[src/rtl/wiz_bus_ctrl_if.sv]
// wiz_bus_ctrl_if: requester handshake plus W5300 host-bus signals.
//   slave  : the controller side (takes requests, drives the chip bus)
//   master : the requester/chip side (drives requests and chip inputs)
// Port 0 / port 1 request groups: REQn, WRn, ADDRn, WDATAn in; ACKn out.
// Shared: RDATA, BUSY, IRQ out. Chip: WIZ_A, WIZ_D_OUT, WIZ_D_OE,
// WIZ_CS_N, WIZ_RD_N, WIZ_WR_N out; WIZ_D_IN, WIZ_INT_N in.
interface wiz_bus_ctrl_if;
  logic        REQ0;
  logic        WR0;
  logic [9:0]  ADDR0;
  logic [15:0] WDATA0;
  logic        ACK0;
  logic        REQ1;
  logic        WR1;
  logic [9:0]  ADDR1;
  logic [15:0] WDATA1;
  logic        ACK1;
  logic [15:0] RDATA;
  logic        BUSY;
  logic [9:0]  WIZ_A;
  logic [15:0] WIZ_D_OUT;
  logic        WIZ_D_OE;
  logic [15:0] WIZ_D_IN;
  logic        WIZ_CS_N;
  logic        WIZ_RD_N;
  logic        WIZ_WR_N;
  logic        WIZ_INT_N;
  logic        IRQ;

  modport slave (
    input  REQ0, WR0, ADDR0, WDATA0, REQ1, WR1, ADDR1, WDATA1,
           WIZ_D_IN, WIZ_INT_N,
    output ACK0, ACK1, RDATA, BUSY, WIZ_A, WIZ_D_OUT, WIZ_D_OE,
           WIZ_CS_N, WIZ_RD_N, WIZ_WR_N, IRQ
  );

  modport master (
    output REQ0, WR0, ADDR0, WDATA0, REQ1, WR1, ADDR1, WDATA1,
           WIZ_D_IN, WIZ_INT_N,
    input  ACK0, ACK1, RDATA, BUSY, WIZ_A, WIZ_D_OUT, WIZ_D_OE,
           WIZ_CS_N, WIZ_RD_N, WIZ_WR_N, IRQ
  );
endinterface

[src/rtl/wiz_bus_ctrl.sv]
// wiz_bus_ctrl: two-requester round-robin arbiter and W5300 host-bus
// timing sequencer. One access at a time walks IDLE -> SETUP -> STROBE ->
// HOLD -> RECOVER with programmable phase lengths; all outputs registered.
// Ports:
//   CLK  : system clock
//   RST  : synchronous reset, active-high
//   bus  : wiz_bus_ctrl_if.slave (requests, ACKs, RDATA, BUSY, IRQ, chip bus)
// Optional macro WIZ_INT_SYNC_EN: when defined, WIZ_INT_N is synchronized
// through two flops and IRQ is its registered inverse; otherwise IRQ is 0.
//
// state   | meaning
// IDLE    | arbitrate; on grant latch request and enter SETUP
// SETUP   | CS_N low, address (and write data) driven, strobes high
// STROBE  | RD_N or WR_N low; read data captured on the last edge
// HOLD    | strobe high, CS_N still low, address/data still driven
// RECOVER | CS_N high, bus released; ACK pulses in the first cycle
module wiz_bus_ctrl #(
  parameter int SETUP_CYC   = 1,
  parameter int STROBE_CYC  = 4,
  parameter int HOLD_CYC    = 1,
  parameter int RECOVER_CYC = 2
) (
  input  logic          CLK,
  input  logic          RST,
  wiz_bus_ctrl_if.slave bus
);

  typedef enum logic [2:0] {IDLE, SETUP, STROBE, HOLD, RECOVER} state_t;

  state_t      state_q;
  logic [3:0]  cnt_q;
  logic        last_grant_q;
  logic        gnt_q;
  logic        wr_q;
  logic        ack0_q, ack1_q;
  logic [15:0] rdata_q;
  logic        busy_q;
  logic [9:0]  addr_q;
  logic [15:0] dout_q;
  logic        doe_q;
  logic        cs_n_q, rd_n_q, wr_n_q;

  // Port 1 wins if it is alone, or if both request and port 0 went last.
  logic        sel1;
  logic        sel_wr;
  logic [9:0]  sel_addr;
  logic [15:0] sel_wdata;

  always_comb begin
    sel1      = bus.REQ1 && (!bus.REQ0 || !last_grant_q);
    sel_wr    = sel1 ? bus.WR1    : bus.WR0;
    sel_addr  = sel1 ? bus.ADDR1  : bus.ADDR0;
    sel_wdata = sel1 ? bus.WDATA1 : bus.WDATA0;
  end

  always_ff @(posedge CLK) begin
    if (RST) begin
      state_q      <= IDLE;
      cnt_q        <= 4'd0;
      last_grant_q <= 1'b1;
      gnt_q        <= 1'b0;
      wr_q         <= 1'b0;
      ack0_q       <= 1'b0;
      ack1_q       <= 1'b0;
      rdata_q      <= 16'h0000;
      busy_q       <= 1'b0;
      addr_q       <= 10'h000;
      dout_q       <= 16'h0000;
      doe_q        <= 1'b0;
      cs_n_q       <= 1'b1;
      rd_n_q       <= 1'b1;
      wr_n_q       <= 1'b1;
    end else begin
      ack0_q <= 1'b0;
      ack1_q <= 1'b0;
      case (state_q)
        IDLE: begin
          if (bus.REQ0 || bus.REQ1) begin
            gnt_q        <= sel1;
            last_grant_q <= sel1;
            wr_q         <= sel_wr;
            addr_q       <= sel_addr;
            if (sel_wr) begin
              dout_q <= sel_wdata;
              doe_q  <= 1'b1;
            end
            cs_n_q  <= 1'b0;
            busy_q  <= 1'b1;
            cnt_q   <= 4'(SETUP_CYC - 1);
            state_q <= SETUP;
          end
        end
        SETUP: begin
          if (cnt_q == 4'd0) begin
            if (wr_q) wr_n_q <= 1'b0;
            else      rd_n_q <= 1'b0;
            cnt_q   <= 4'(STROBE_CYC - 1);
            state_q <= STROBE;
          end else begin
            cnt_q <= cnt_q - 4'd1;
          end
        end
        STROBE: begin
          if (cnt_q == 4'd0) begin
            if (!wr_q) rdata_q <= bus.WIZ_D_IN;
            rd_n_q  <= 1'b1;
            wr_n_q  <= 1'b1;
            cnt_q   <= 4'(HOLD_CYC - 1);
            state_q <= HOLD;
          end else begin
            cnt_q <= cnt_q - 4'd1;
          end
        end
        HOLD: begin
          if (cnt_q == 4'd0) begin
            cs_n_q  <= 1'b1;
            doe_q   <= 1'b0;
            ack0_q  <= ~gnt_q;
            ack1_q  <= gnt_q;
            cnt_q   <= 4'(RECOVER_CYC - 1);
            state_q <= RECOVER;
          end else begin
            cnt_q <= cnt_q - 4'd1;
          end
        end
        RECOVER: begin
          if (cnt_q == 4'd0) begin
            busy_q  <= 1'b0;
            state_q <= IDLE;
          end else begin
            cnt_q <= cnt_q - 4'd1;
          end
        end
        default: state_q <= IDLE;
      endcase
    end
  end

`ifdef WIZ_INT_SYNC_EN
  logic int_s1_q, int_s2_q, irq_q;

  always_ff @(posedge CLK) begin
    if (RST) begin
      int_s1_q <= 1'b1;
      int_s2_q <= 1'b1;
      irq_q    <= 1'b0;
    end else begin
      int_s1_q <= bus.WIZ_INT_N;
      int_s2_q <= int_s1_q;
      irq_q    <= ~int_s2_q;
    end
  end

  assign bus.IRQ = irq_q;
`else
  assign bus.IRQ = 1'b0;
`endif

  assign bus.ACK0      = ack0_q;
  assign bus.ACK1      = ack1_q;
  assign bus.RDATA     = rdata_q;
  assign bus.BUSY      = busy_q;
  assign bus.WIZ_A     = addr_q;
  assign bus.WIZ_D_OUT = dout_q;
  assign bus.WIZ_D_OE  = doe_q;
  assign bus.WIZ_CS_N  = cs_n_q;
  assign bus.WIZ_RD_N  = rd_n_q;
  assign bus.WIZ_WR_N  = wr_n_q;

endmodule
[src/flat_wrapper.sv]
// flat-port wrapper written by rule: the top's interface ports become plain ports
module wiz_bus_ctrl_flat 
#(
  parameter int SETUP_CYC   = 1,
  parameter int STROBE_CYC  = 4,
  parameter int HOLD_CYC    = 1,
  parameter int RECOVER_CYC = 2
)
  (CLK, RST, bus_REQ0, bus_WR0, bus_ADDR0, bus_WDATA0, bus_REQ1, bus_WR1, bus_ADDR1, bus_WDATA1, bus_WIZ_D_IN, bus_WIZ_INT_N, bus_ACK0, bus_ACK1, bus_RDATA, bus_BUSY, bus_WIZ_A, bus_WIZ_D_OUT, bus_WIZ_D_OE, bus_WIZ_CS_N, bus_WIZ_RD_N, bus_WIZ_WR_N, bus_IRQ);
  wiz_bus_ctrl_if bus_i ();
  input  logic CLK;
  input  logic RST;
  input wire logic [$bits(bus_i.REQ0)-1:0] bus_REQ0;
  input wire logic [$bits(bus_i.WR0)-1:0] bus_WR0;
  input wire logic [$bits(bus_i.ADDR0)-1:0] bus_ADDR0;
  input wire logic [$bits(bus_i.WDATA0)-1:0] bus_WDATA0;
  input wire logic [$bits(bus_i.REQ1)-1:0] bus_REQ1;
  input wire logic [$bits(bus_i.WR1)-1:0] bus_WR1;
  input wire logic [$bits(bus_i.ADDR1)-1:0] bus_ADDR1;
  input wire logic [$bits(bus_i.WDATA1)-1:0] bus_WDATA1;
  input wire logic [$bits(bus_i.WIZ_D_IN)-1:0] bus_WIZ_D_IN;
  input wire logic [$bits(bus_i.WIZ_INT_N)-1:0] bus_WIZ_INT_N;
  output wire logic [$bits(bus_i.ACK0)-1:0] bus_ACK0;
  output wire logic [$bits(bus_i.ACK1)-1:0] bus_ACK1;
  output wire logic [$bits(bus_i.RDATA)-1:0] bus_RDATA;
  output wire logic [$bits(bus_i.BUSY)-1:0] bus_BUSY;
  output wire logic [$bits(bus_i.WIZ_A)-1:0] bus_WIZ_A;
  output wire logic [$bits(bus_i.WIZ_D_OUT)-1:0] bus_WIZ_D_OUT;
  output wire logic [$bits(bus_i.WIZ_D_OE)-1:0] bus_WIZ_D_OE;
  output wire logic [$bits(bus_i.WIZ_CS_N)-1:0] bus_WIZ_CS_N;
  output wire logic [$bits(bus_i.WIZ_RD_N)-1:0] bus_WIZ_RD_N;
  output wire logic [$bits(bus_i.WIZ_WR_N)-1:0] bus_WIZ_WR_N;
  output wire logic [$bits(bus_i.IRQ)-1:0] bus_IRQ;
  assign bus_i.REQ0 = bus_REQ0;
  assign bus_i.WR0 = bus_WR0;
  assign bus_i.ADDR0 = bus_ADDR0;
  assign bus_i.WDATA0 = bus_WDATA0;
  assign bus_i.REQ1 = bus_REQ1;
  assign bus_i.WR1 = bus_WR1;
  assign bus_i.ADDR1 = bus_ADDR1;
  assign bus_i.WDATA1 = bus_WDATA1;
  assign bus_i.WIZ_D_IN = bus_WIZ_D_IN;
  assign bus_i.WIZ_INT_N = bus_WIZ_INT_N;
  assign bus_ACK0 = bus_i.ACK0;
  assign bus_ACK1 = bus_i.ACK1;
  assign bus_RDATA = bus_i.RDATA;
  assign bus_BUSY = bus_i.BUSY;
  assign bus_WIZ_A = bus_i.WIZ_A;
  assign bus_WIZ_D_OUT = bus_i.WIZ_D_OUT;
  assign bus_WIZ_D_OE = bus_i.WIZ_D_OE;
  assign bus_WIZ_CS_N = bus_i.WIZ_CS_N;
  assign bus_WIZ_RD_N = bus_i.WIZ_RD_N;
  assign bus_WIZ_WR_N = bus_i.WIZ_WR_N;
  assign bus_IRQ = bus_i.IRQ;
  wiz_bus_ctrl #(.SETUP_CYC(SETUP_CYC), .STROBE_CYC(STROBE_CYC), .HOLD_CYC(HOLD_CYC), .RECOVER_CYC(RECOVER_CYC)) u_core (.CLK(CLK), .RST(RST), .bus(bus_i));
endmodule
[config.mk]
export PLATFORM = sky130hd
export DESIGN_NAME = wiz_bus_ctrl_flat
export DESIGN_NICKNAME = d
export VERILOG_FILES = /design/src/rtl/wiz_bus_ctrl_if.sv /design/src/rtl/wiz_bus_ctrl.sv /design/src/flat_wrapper.sv
export SDC_FILE = /design/constraint.sdc
export NUM_CORES = 1
export LEC_CHECK = 0
export ABC_CLOCK_PERIOD_IN_PS = 2000
export BUFFER_PORTS_ARGS = -buffer_cell sky130_fd_sc_hd__buf_2
export CAP_MARGIN = 20
export CORE_MARGIN = 4
export CORE_UTILIZATION = 49
export CTS_BUF_LIST = sky130_fd_sc_hd__clkbuf_4
export CTS_CLUSTER_SIZE = 28
export DETAILED_ROUTE_END_ITERATION = 16
export PLACE_DENSITY = 0.82
export SYNTH_ARGS = -nofsm -noshare
export SYNTH_HDL_FRONTEND = slang
export SYNTH_SLANG_ARGS = --single-unit
[constraint.sdc]
create_clock -name CLK -period 2 [get_ports CLK]
set_input_delay 0.4 -clock CLK [delete_from_list [all_inputs] [get_ports CLK]]
set_output_delay 0.4 -clock CLK [all_outputs]
set_load 0.01 [all_outputs]
==> flow_summary.ini <==
[detailed_routing]
drc_errors = 0
dr.pass1.iters = 4
avgViaCountPerCell = 5.34
wire_per_inst_um = 14.1
vias = 2836
ant_nets = 0
drtIter0Drc = 139
wl_um = 7490

[clock_network]
clkTransAtPathRegs_ps = 100
cts-root-buf = clkbuf_4
cts_buffers = 9
cts_hold_buf = 0
worstSkewPairLatency_ps = 380
cts_tree = yes
clock_sinks = 59
h-tree-depth = 3
clock_path_buffers = 2

[layout]
final_core_util_pct = 63.5
syn2layout_area_growth_pct = 26.3
diodes = 0
multi_input_area_um2 = 1610
fin_nets = 528
area.sequential_um2 = 1180
layout-drive-gt1-share_pct = 39.3
fill_cells = 509
layoutNonFillerInstCount = 531

[flow_run]
drv_cap = 0

[global_route]
first_global_vias = 2581
antenna_found_initial = 0
grt_util_all_layers_pct = 20.1
grt_overflow = 0
grt_pass1_wl_um = 11800
grt_start_max_net_pins = 55

[die]
die-width_um = 85.7
rows = 28
start_util_pct = 50.3
fp.dieArea_um2 = 7340
die_h_um = 85.7
ios = 125
core_um2 = 5890

[sta]
slew_viol_final = 0
period_share_pct = 91.4
final.setup_skew_ps = 17.2
hold_violations = 0
slew_headroom_pct = 64.4
tightest_slew_ps = 534
fin_crit_ps = 1830
fin_setup_tns_ps = 0
setup_viol = 0
rsz0062_at_grt = no
max_freq_mhz = 547

[logic_synthesis]
synth_edf_count = 0
synth_top_cell_by_area = dfxtp_1
syn_inst = 336
synth_area_leaders = dfxtp_1 (40%), a211oi_2 (9.3%), a21oi_1 (6.8%), nand2_1 (5.6%), nand3b_1 (4.1%)
ys_seq_area_share_pct = 39.9
syn-cell-area_um2 = 2960
synth_warnings = 0
ys.flop_type = dfxtp_1
synthTopCellsByCount = dfxtp_1 (59), nand2_1 (44), a21oi_1 (40), a211oi_2 (22), o21ai_0 (22)
avgSynthCellArea_um2 = 8.80
syn-num-nets = 413
synth.distinct_cells = 47
synth_top_area_share_pct = 39.9
synthArstFlopShare_pct = 0
synthMostInstantiatedCell = dfxtp_1
ys_ff_latch = 59

[worst_setup_path]
cp_data_required_time_ps = 2280
path_buf_inv = 1
path_cells = inv_1 -> ha_2 -> or3b_4 -> nor3_2 -> nand2b_1 -> a211o_1
slowest_stage = or3b_4
crit_path_max_fanout = 7
end_kind = flop
cp.arrival_ps = 2100
cpPeakStageDelay_ps = 430
start_kind = flop
critPathTopFamily = simple AND/OR/NAND/NOR gates
worstSetupPathType = reg2reg

[placed_design]
port_buffers = 122
place_hpwl_um = 5470
gp_congestion = 0.869
dp.cells = 515

[run_status]
outcome = completed

[power_and_ir_drop]
p_leak_nw = 1.59
p_total_mw = 4.78
vdd_drop_max_uv = 920
power_density_nw_per_um2 = 1280

[worst_hold_path]
hold_class = in2reg
worst min-delay path, stage by stage:
cell and delay, ps:
buf_2 90, nand2_1 40, a21oi_1 50
repair_timing:
action,in CTS,in global routing
endpoints found under the setup margin,0,3
gates resized for setup,0,2
buffers inserted,0,0
hold endpoints to repair,0,0
registers in the layout (all words and copies together), names as in the netlist:
register,flops
u_core.bus.WIZ_CS_N,1
u_core.wr_q,1
u_core.gnt_q,1
u_core.bus.WIZ_WR_N,1
u_core.bus.ACK1,1
u_core.bus.WIZ_D_OUT,16
u_core.bus.WIZ_D_OE,1
u_core.bus.WIZ_RD_N,1
u_core.bus.BUSY,1
u_core.state_q,3
u_core.bus.ACK0,1
u_core.last_grant_q,1
u_core.cnt_q,4
u_core.bus.RDATA,16
u_core.bus.WIZ_A,10
cells in the final DEF (no fill, tap or decap), types with 2 or more instances in the layout:
cell	n
dfxtp_1	59
a21oi_1	40
nor2_1	16
a211oi_2	22
a31oi_1	2
or2_2	2
buf_2	122
nor4b_1	2
clkinvlp_4	2
clkbuf_4	10
buf_4	10
a211o_1	2
and3_1	3
nand2_1	44
mux2i_1	11
nand3b_1	16
a211oi_1	4
nor3_1	10
inv_1	4
o21ai_0	22
nand2b_1	19
nand3_1	4
clkinv_1	3
cells by family after synthesis:
family          after synthesis  share of synthesized area, %
compound gates              101                          24.6
xor+xnor                      2                         0.592
fa+ha+maj                     2                         0.846
buf+inv                      33                          5.88
flops                        59                          39.9
mux                          12                          4.10
other cells                   1                         0.127
simple gates                126                          23.9
metal layers:
layer / global-route usage, % / part of all wire (%) / vias up / routed length (um)
li1: - / - / 1417 / -
met1: 24.0 / 40 / 1294 / 3020
met2: 33.5 / 49 / 119 / 3660
met3: 6.82 / 9.8 / 6 / 734
met4: 7.77 / 1.1 / 0 / 80
met5: 0 / 0 / - / 0
metrics by stage:
stage | area, um2 | worst slack (ps) | hold WS (ps)
2_1_floorplan | 2960 | 234 | 412
3_3_place_gp | 3600 | 153 | 436
3_5_place_dp | 3600 | 99.3 | 441
4_1_cts | 3730 | 82.2 | 217
5_1_grt | 3730 | 25.4 | 217
6_report | 3730 | 172 | 244
layout make-up:
cell class              count  share of cell area (%)
multi-input cells         244                    43.0
flip-flops and latches     59                    31.6
repair buffers            133                    18.9
well taps                  75                    2.51
clock buffers              10                    2.01
clock inverters             6                    1.51
inverters                   4                   0.402
final timing paths:
check	from	endpoint	slack (ps)	cells after the start
setup reg to reg	u_core.cnt_q[0]	u_core.bus.WIZ_RD_N	170	6
setup / recovery	u_core.cnt_q[0]	u_core.bus.WIZ_RD_N	170	6
hold reg to reg	u_core.gnt_q	u_core.bus.ACK0	460	1
hold / removal	bus_WIZ_D_IN[14]	u_core.bus.RDATA[14]	240	3
report_power, final:
part           internal (mW)  switching [mW]
Combinational          0.950            1.31
Clock                  0.383           0.423
Sequential              1.50           0.222
Total                   2.83            1.95
Power figures use the tool's default switching activity.
